`src/rtl/dsp_file_server_if.sv`:
```
// Bus bundle for dsp_file_server: request levels, file select, data and status.
// master = initiator side, slave = file server side.
interface dsp_file_server_if #(
  parameter int dw = 32
);
  logic [7:0]    file_num;
  logic          file_read;
  logic          file_write;
  logic [dw-1:0] file_write_data;
  logic          file_clear;
  logic          error_clear;
  logic [dw-1:0] file_read_data;
  logic          file_active;
  logic [31:0]   rd_ptr;
  logic [31:0]   wr_ptr;
  logic          file_empty;
  logic          file_full;
  logic          underflow_error;
  logic          overflow_error;
  logic          protocol_error;

  modport master (
    output file_num, file_read, file_write,
    output file_write_data, file_clear, error_clear,
    input  file_read_data, file_active,
    input  rd_ptr, wr_ptr, file_empty, file_full,
    input  underflow_error, overflow_error, protocol_error
  );

  modport slave (
    input  file_num, file_read, file_write,
    input  file_write_data, file_clear, error_clear,
    output file_read_data, file_active,
    output rd_ptr, wr_ptr, file_empty, file_full,
    output underflow_error, overflow_error, protocol_error
  );
endinterface

```
`src/rtl/dsp_file_server.sv`:
```
// NUM_FILES circular word buffers served over a level request/active handshake.
// Ports: wb_clk, wb_rst (async, active-high), bus (dsp_file_server_if.slave).
module dsp_file_server #(
  parameter int dw         = 32,
  parameter int NUM_FILES  = 4,
  parameter int DEPTH_LOG2 = 4
) (
  input  logic               wb_clk,
  input  logic               wb_rst,
  dsp_file_server_if.slave   bus
);
  localparam int DEPTH = 1 << DEPTH_LOG2;
  localparam int PW    = DEPTH_LOG2 + 1;
  localparam int FW    = (NUM_FILES > 1) ? $clog2(NUM_FILES) : 1;
  localparam logic [7:0] NF8 = 8'(NUM_FILES);

  localparam logic [0:0] IDLE   = 1'b0;
  localparam logic [0:0] ACCESS = 1'b1;

  logic [0:0]    state;
  logic [PW-1:0] rd_p [NUM_FILES];
  logic [PW-1:0] wr_p [NUM_FILES];
  logic [dw-1:0] mem  [NUM_FILES][DEPTH];
  logic [dw-1:0] rdata;
  logic          uf, of, pe;

  logic          valid;
  logic [FW-1:0] fidx;
  logic [PW-1:0] cur_rd, cur_wr;
  logic          empty, full;
  logic          idle, req;
  logic          do_rd, do_wr;
  logic          rd_ok, wr_ok;
  logic          set_uf, set_of, set_pe;
  logic          do_clr;

  assign valid  = bus.file_num < NF8;
  assign fidx   = bus.file_num[FW-1:0];
  assign cur_rd = valid ? rd_p[fidx] : '0;
  assign cur_wr = valid ? wr_p[fidx] : '0;
  assign empty  = cur_rd == cur_wr;
  // Full: same word address, opposite lap bit.
  assign full   = (cur_rd[DEPTH_LOG2-1:0] == cur_wr[DEPTH_LOG2-1:0])
                && (cur_rd[PW-1] != cur_wr[PW-1]);

  assign idle   = state == IDLE;
  assign req    = bus.file_read | bus.file_write;
  assign do_rd  = idle & bus.file_read;
  assign do_wr  = idle & bus.file_write & ~bus.file_read;
  assign rd_ok  = do_rd & valid & ~empty;
  assign wr_ok  = do_wr & valid & ~full;
  assign set_uf = do_rd & valid & empty;
  assign set_of = do_wr & valid & full;
  assign set_pe = idle & ((req & ~valid)
                | (bus.file_read & bus.file_write));
  assign do_clr = idle & bus.file_clear & ~req & valid;

  always_ff @(posedge wb_clk) begin
    if (wr_ok)
      mem[fidx][cur_wr[DEPTH_LOG2-1:0]] <= bus.file_write_data;
  end

  always_ff @(posedge wb_clk or posedge wb_rst) begin
    if (wb_rst) begin
      state <= IDLE;
      rdata <= '0;
      uf    <= 1'b0;
      of    <= 1'b0;
      pe    <= 1'b0;
      for (int i = 0; i < NUM_FILES; i++) begin
        rd_p[i] <= '0;
        wr_p[i] <= '0;
      end
    end else begin
      // A set event in the same cycle as error_clear wins.
      uf <= set_uf | (uf & ~bus.error_clear);
      of <= set_of | (of & ~bus.error_clear);
      pe <= set_pe | (pe & ~bus.error_clear);
      unique case (state)
        IDLE: begin
          if (req)
            state <= ACCESS;
          if (do_rd)
            rdata <= rd_ok
                   ? mem[fidx][cur_rd[DEPTH_LOG2-1:0]]
                   : '0;
          if (rd_ok)
            rd_p[fidx] <= cur_rd + 1'b1;
          if (wr_ok)
            wr_p[fidx] <= cur_wr + 1'b1;
          if (do_clr) begin
            rd_p[fidx] <= '0;
            wr_p[fidx] <= '0;
          end
        end
        ACCESS: begin
          if (!req)
            state <= IDLE;
        end
        default: state <= IDLE;
      endcase
    end
  end

  assign bus.file_active     = state == ACCESS;
  assign bus.file_read_data  = rdata;
  assign bus.rd_ptr          = 32'(cur_rd);
  assign bus.wr_ptr          = 32'(cur_wr);
  assign bus.file_empty      = valid ? empty : 1'b1;
  assign bus.file_full       = valid ? full : 1'b0;
  assign bus.underflow_error = uf;
  assign bus.overflow_error  = of;
  assign bus.protocol_error  = pe;
endmodule

```
`src/flat_wrapper.sv`:
```
// flat-port wrapper written by rule: the top's interface ports become plain ports
module dsp_file_server_flat 
#(
  parameter int dw         = 32,
  parameter int NUM_FILES  = 4,
  parameter int DEPTH_LOG2 = 4
)
  (wb_clk, wb_rst, bus_file_num, bus_file_read, bus_file_write, bus_file_write_data, bus_file_clear, bus_error_clear, bus_file_read_data, bus_file_active, bus_rd_ptr, bus_wr_ptr, bus_file_empty, bus_file_full, bus_underflow_error, bus_overflow_error, bus_protocol_error);
  dsp_file_server_if #(.dw(dw)) bus_i ();
  input  logic wb_clk;
  input  logic wb_rst;
  input wire logic [$bits(bus_i.file_num)-1:0] bus_file_num;
  input wire logic [$bits(bus_i.file_read)-1:0] bus_file_read;
  input wire logic [$bits(bus_i.file_write)-1:0] bus_file_write;
  input wire logic [$bits(bus_i.file_write_data)-1:0] bus_file_write_data;
  input wire logic [$bits(bus_i.file_clear)-1:0] bus_file_clear;
  input wire logic [$bits(bus_i.error_clear)-1:0] bus_error_clear;
  output wire logic [$bits(bus_i.file_read_data)-1:0] bus_file_read_data;
  output wire logic [$bits(bus_i.file_active)-1:0] bus_file_active;
  output wire logic [$bits(bus_i.rd_ptr)-1:0] bus_rd_ptr;
  output wire logic [$bits(bus_i.wr_ptr)-1:0] bus_wr_ptr;
  output wire logic [$bits(bus_i.file_empty)-1:0] bus_file_empty;
  output wire logic [$bits(bus_i.file_full)-1:0] bus_file_full;
  output wire logic [$bits(bus_i.underflow_error)-1:0] bus_underflow_error;
  output wire logic [$bits(bus_i.overflow_error)-1:0] bus_overflow_error;
  output wire logic [$bits(bus_i.protocol_error)-1:0] bus_protocol_error;
  assign bus_i.file_num = bus_file_num;
  assign bus_i.file_read = bus_file_read;
  assign bus_i.file_write = bus_file_write;
  assign bus_i.file_write_data = bus_file_write_data;
  assign bus_i.file_clear = bus_file_clear;
  assign bus_i.error_clear = bus_error_clear;
  assign bus_file_read_data = bus_i.file_read_data;
  assign bus_file_active = bus_i.file_active;
  assign bus_rd_ptr = bus_i.rd_ptr;
  assign bus_wr_ptr = bus_i.wr_ptr;
  assign bus_file_empty = bus_i.file_empty;
  assign bus_file_full = bus_i.file_full;
  assign bus_underflow_error = bus_i.underflow_error;
  assign bus_overflow_error = bus_i.overflow_error;
  assign bus_protocol_error = bus_i.protocol_error;
  dsp_file_server #(.dw(dw), .NUM_FILES(NUM_FILES), .DEPTH_LOG2(DEPTH_LOG2)) u_core (.wb_clk(wb_clk), .wb_rst(wb_rst), .bus(bus_i));
endmodule
```
`config.mk`:
```
export PLATFORM = sky130hd
export DESIGN_NAME = dsp_file_server_flat
export DESIGN_NICKNAME = d
export VERILOG_FILES = /design/src/rtl/dsp_file_server_if.sv /design/src/rtl/dsp_file_server.sv /design/src/flat_wrapper.sv
export SDC_FILE = /design/constraint.sdc
export NUM_CORES = 2
export LEC_CHECK = 0
export ABC_AREA = 1
export CAP_MARGIN = 40
export CORE_ASPECT_RATIO = 1.75
export CORE_UTILIZATION = 45
export DETAILED_ROUTE_END_ITERATION = 6
export PLACE_DENSITY_LB_ADDON = 0.08
export SLEW_MARGIN = 25
export SYNTH_ARGS = -nofsm -noshare
export SYNTH_HDL_FRONTEND = slang
export SYNTH_SLANG_ARGS = --single-unit
```
`constraint.sdc`:
```
create_clock -name wb_clk -period 4.3 [get_ports wb_clk]
set_clock_uncertainty 0.15 [all_clocks]
set_input_delay 0.645 -clock wb_clk [delete_from_list [all_inputs] [get_ports wb_clk]]
set_output_delay 0.645 -clock wb_clk [all_outputs]
set_load 0.01 [all_outputs]
```
==> results_dict.tcl <==
set metrics [dict create \
    routed-via-count 52110 \
    critical_path_launch_point_type "input port" \
    cts_num_sinks 2124 \
    final_min_period_over_clock_period_pct 93.22 \
    placeableCoreArea_um2 180200 \
    cts_repair_resize_count 0 \
    dieHeight_um 565.5 \
    drt-pass1-iter-count 5 \
    dr.first_iter.drc_count 5178 \
    mostFrequentLayoutCell "sky130_fd_sc_hd__edfxtp_1" \
    htreeDepth 4 \
    min_path_cells 1 \
    start_util_pct 45.32 \
    postSynthRegisterBits 2124 \
    worst-slew-pin-transition_ns 0.9212 \
    worstSkewPairLatency_ns 0.83 \
    worst_hold_slack_ns 0.07258 \
    p_leak_nw 32.67 \
    remaining_drc_errors 0 \
    critPathRequiredTime_ns 3.50 \
    postRouteAntennaNets 0 \
    routed_wirelength_um 273800 \
    post_synth_inst_count 5887 \
    upper_clock_frequency_limit_mhz 249.5 \
    area.growth.synth_to_final_pct 16.88 \
    finalMaxSlewViolations 0 \
    unrepaired_setup_endpoints_after_global_routing "no" \
    clock_transition_at_the_register_clock_pins_on_the_worst_setup_and_hold_paths_after_cts_ns 0.07 \
    final-hold-violation-count 0 \
    detail_route.wl_per_cell_um 31.27 \
    dpl_worst_slack_ns -0.2561 \
    die-area_um2 183200 \
    syn_area_um2 81640 \
    power_density_nw_per_um2 443.3 \
    async_flop_share_pct 3.578 \
    hold_path.class "input port to register" \
    layout_min_cycle_time_ns 4.009 \
    final_cell_mix "sky130_fd_sc_hd__edfxtp_1, sky130_fd_sc_hd__nand2_1, sky130_fd_sc_hd__o22ai_1, sky130_fd_sc_hd__nor2_1, sky130_fd_sc_hd__o21ai_0" \
    netlist.top_cell.by_area "sky130_fd_sc_hd__edfxtp_1" \
    io-pin-count 148 \
    max-cap-violations 0 \
    clock-root-buffer "sky130_fd_sc_hd__clkbuf_16" \
    worst_r2r_path_cells 14 \
    ys_types 32 \
    gp_routability_congestion 0.9613 \
    part_of_the_yosys_area_used_for_sequential_elements_pct 77.66 \
    post_cts_hold_buffer_count 0 \
    setup.worst_path.class "input port to output port" \
    tritoncts.num_buffers 195 \
    relSlewSlack_pct 38.59 \
    netlist.area_leader.share_pct 75.33 \
    cts_buffer_depth 4 \
    synth_enable_flop_cells 2048 \
    cp_data_arrival_time_ns 3.21 \
    design_power_total_mw 42.30 \
    detailed_place_hpwl_um 171600 \
    netlist_top_cells_area "sky130_fd_sc_hd__edfxtp_1, sky130_fd_sc_hd__o22ai_1, sky130_fd_sc_hd__nand2_1, sky130_fd_sc_hd__dfrtp_1, sky130_fd_sc_hd__nor2_1" \
    std_cell_rows 206 \
    grt_first_pass_wirelength_um 384900 \
    post-cts-setup-buffers 0 \
    die-width_um 324.0 \
    gr-usage-all-layers_pct 29.83 \
    number_of_global_route_vias_before_repair 51860 \
    outcome "completed" \
    finalSetupTns_ns 0 \
    synth-warning-count 0 \
    post_route_cells_drive_above_1_share_pct 13.76 \
    reg2reg_setup_slack_ns 0.75 \
    synthFlopType "sky130_fd_sc_hd__edfxtp_1" \
    finalSetupViolations 0 \
    utilization_pct 52.96 \
    grt_max_degree 108 \
    syn-mean-instance-area_um2 13.87 \
    antenna_found_initial 17 \
    vias_per_cell 5.952 \
    worst-path-max-fanout 8 \
    power.ir.vdd_worst_v 0.0003755 \
    cp_endpoint_kind "output port" \
    fin_worst_setup_slack_ns 0.2914 \
    cts_tree "yes" \
    buffer_ports.inserted 93 \
    fin_nets 6261 \
    global_route.overflow_total 0 \
]
[metal layers]
layer | global-route usage [%] | part of all wire (%) | vias up
li1 | - | - | 22630
met1 | 37.55 | 38 | 26870
met2 | 51.56 | 51 | 2081
met3 | 2.876 | 5.5 | 531
met4 | 14.36 | 5.2 | 2
met5 | 0 | 0.0047 | -
[cells by family after synthesis]
| kind of cell | count (synthesis) | synth area share (%) |
|---|---|---|
| fa+ha+maj | 4 | 0.06130 |
| other cells | 1 | 0.004593 |
| compound gates | 1249 | 9.198 |
| simple gates | 1951 | 9.905 |
| buf+inv | 557 | 3.163 |
| flops | 2124 | 77.66 |
| xor+xnor | 1 | 0.01073 |
[cells in the mapped netlist (52+ instances only)]
cell type and count:
sky130_fd_sc_hd__edfxtp_1 2048, sky130_fd_sc_hd__nand2_1 1060, sky130_fd_sc_hd__o22ai_1 836, sky130_fd_sc_hd__nor2_1 461, sky130_fd_sc_hd__o21ai_0 297, sky130_fd_sc_hd__nand3_1 275, sky130_fd_sc_hd__buf_2 171, sky130_fd_sc_hd__clkbuf_1 140
sky130_fd_sc_hd__inv_1 127, sky130_fd_sc_hd__dfrtp_1 76, sky130_fd_sc_hd__buf_4 74, sky130_fd_sc_hd__or2_2 70, sky130_fd_sc_hd__nand4_1 52
[final timing paths]
| path | from | end |
|---|---|---|
| setup / recovery | bus_file_num[5] | bus_file_full |
| hold / removal | bus_file_write_data[9] | u_core.mem[0][265]$_DFFE_PP_ |
| setup reg to reg | u_core.wr_p[5]$_DFFE_PP0N_ | u_core.mem[2][366]$_DFFE_PP_ |
| hold reg to reg | u_core.bus.file_read_data[13]$_DFFE_PP0P_ | u_core.bus.file_read_data[13]$_DFFE_PP0P_ |
| max in group asynchronous | wb_rst | u_core.wr_p[4]$_DFFE_PP0N_ |
| min in group asynchronous | wb_rst | u_core.bus.protocol_error$_DFF_PP0_ |
[final cells by class]
| cell class | instances | area [um^2] |
|---|---|---|
| clock inverter | 94 | 987.2 |
| antenna | 5 | 12.51 |
| timing repair buffer | 497 | 5803 |
| fill | 15010 | 84740 |
| multi-input combinational | 3259 | 16420 |
| tap | 2392 | 2993 |
| clock buffer | 250 | 5294 |
| inverter | 134 | 513.0 |
| sequential | 2124 | 63400 |
[worst max-delay path, stage by stage]
cell and delay, ns:
sky130_fd_sc_hd__clkdlybuf4s50_1 0.41, sky130_fd_sc_hd__nor2_1 0.11, sky130_fd_sc_hd__nand2_1 0.09, sky130_fd_sc_hd__nor2_4 0.33, sky130_fd_sc_hd__inv_1 0.25, sky130_fd_sc_hd__nor2_2 0.18
sky130_fd_sc_hd__nand2_1 0.06, sky130_fd_sc_hd__o21ai_1 0.07, sky130_fd_sc_hd__nand3_1 0.16, sky130_fd_sc_hd__inv_1 0.29, sky130_fd_sc_hd__clkdlybuf4s50_1 0.60
[stage by stage]
stage | area, um^2 | cells
after CTS | 95380 | 8749
after global placement | 88740 | 8390
after detailed placement | 89100 | 8405
after floorplan | 81840 | 5940
after global routing | 95410 | 8751
final | 95420 | 8755
[sequential cells by signal (all words and copies together), names as in the netlist]
register                    cells
u_core.mem                   2048
u_core.bus.file_read_data      32
u_core.bus.overflow_error       1
u_core.bus.protocol_error       1
u_core.bus.underflow_error      1
u_core.rd_p                    20
u_core.wr_p                    20
u_core.bus.file_active          1
[where the power goes]
part           internal (mW)  total [mW]  switching (mW)
logic                  0.567        2.09            1.53
registers               22.7        22.7          0.0252
clock network           9.93        17.5            7.57
total                   33.2        42.3            9.13
Note: power is estimated with default switching activity, not from simulation.
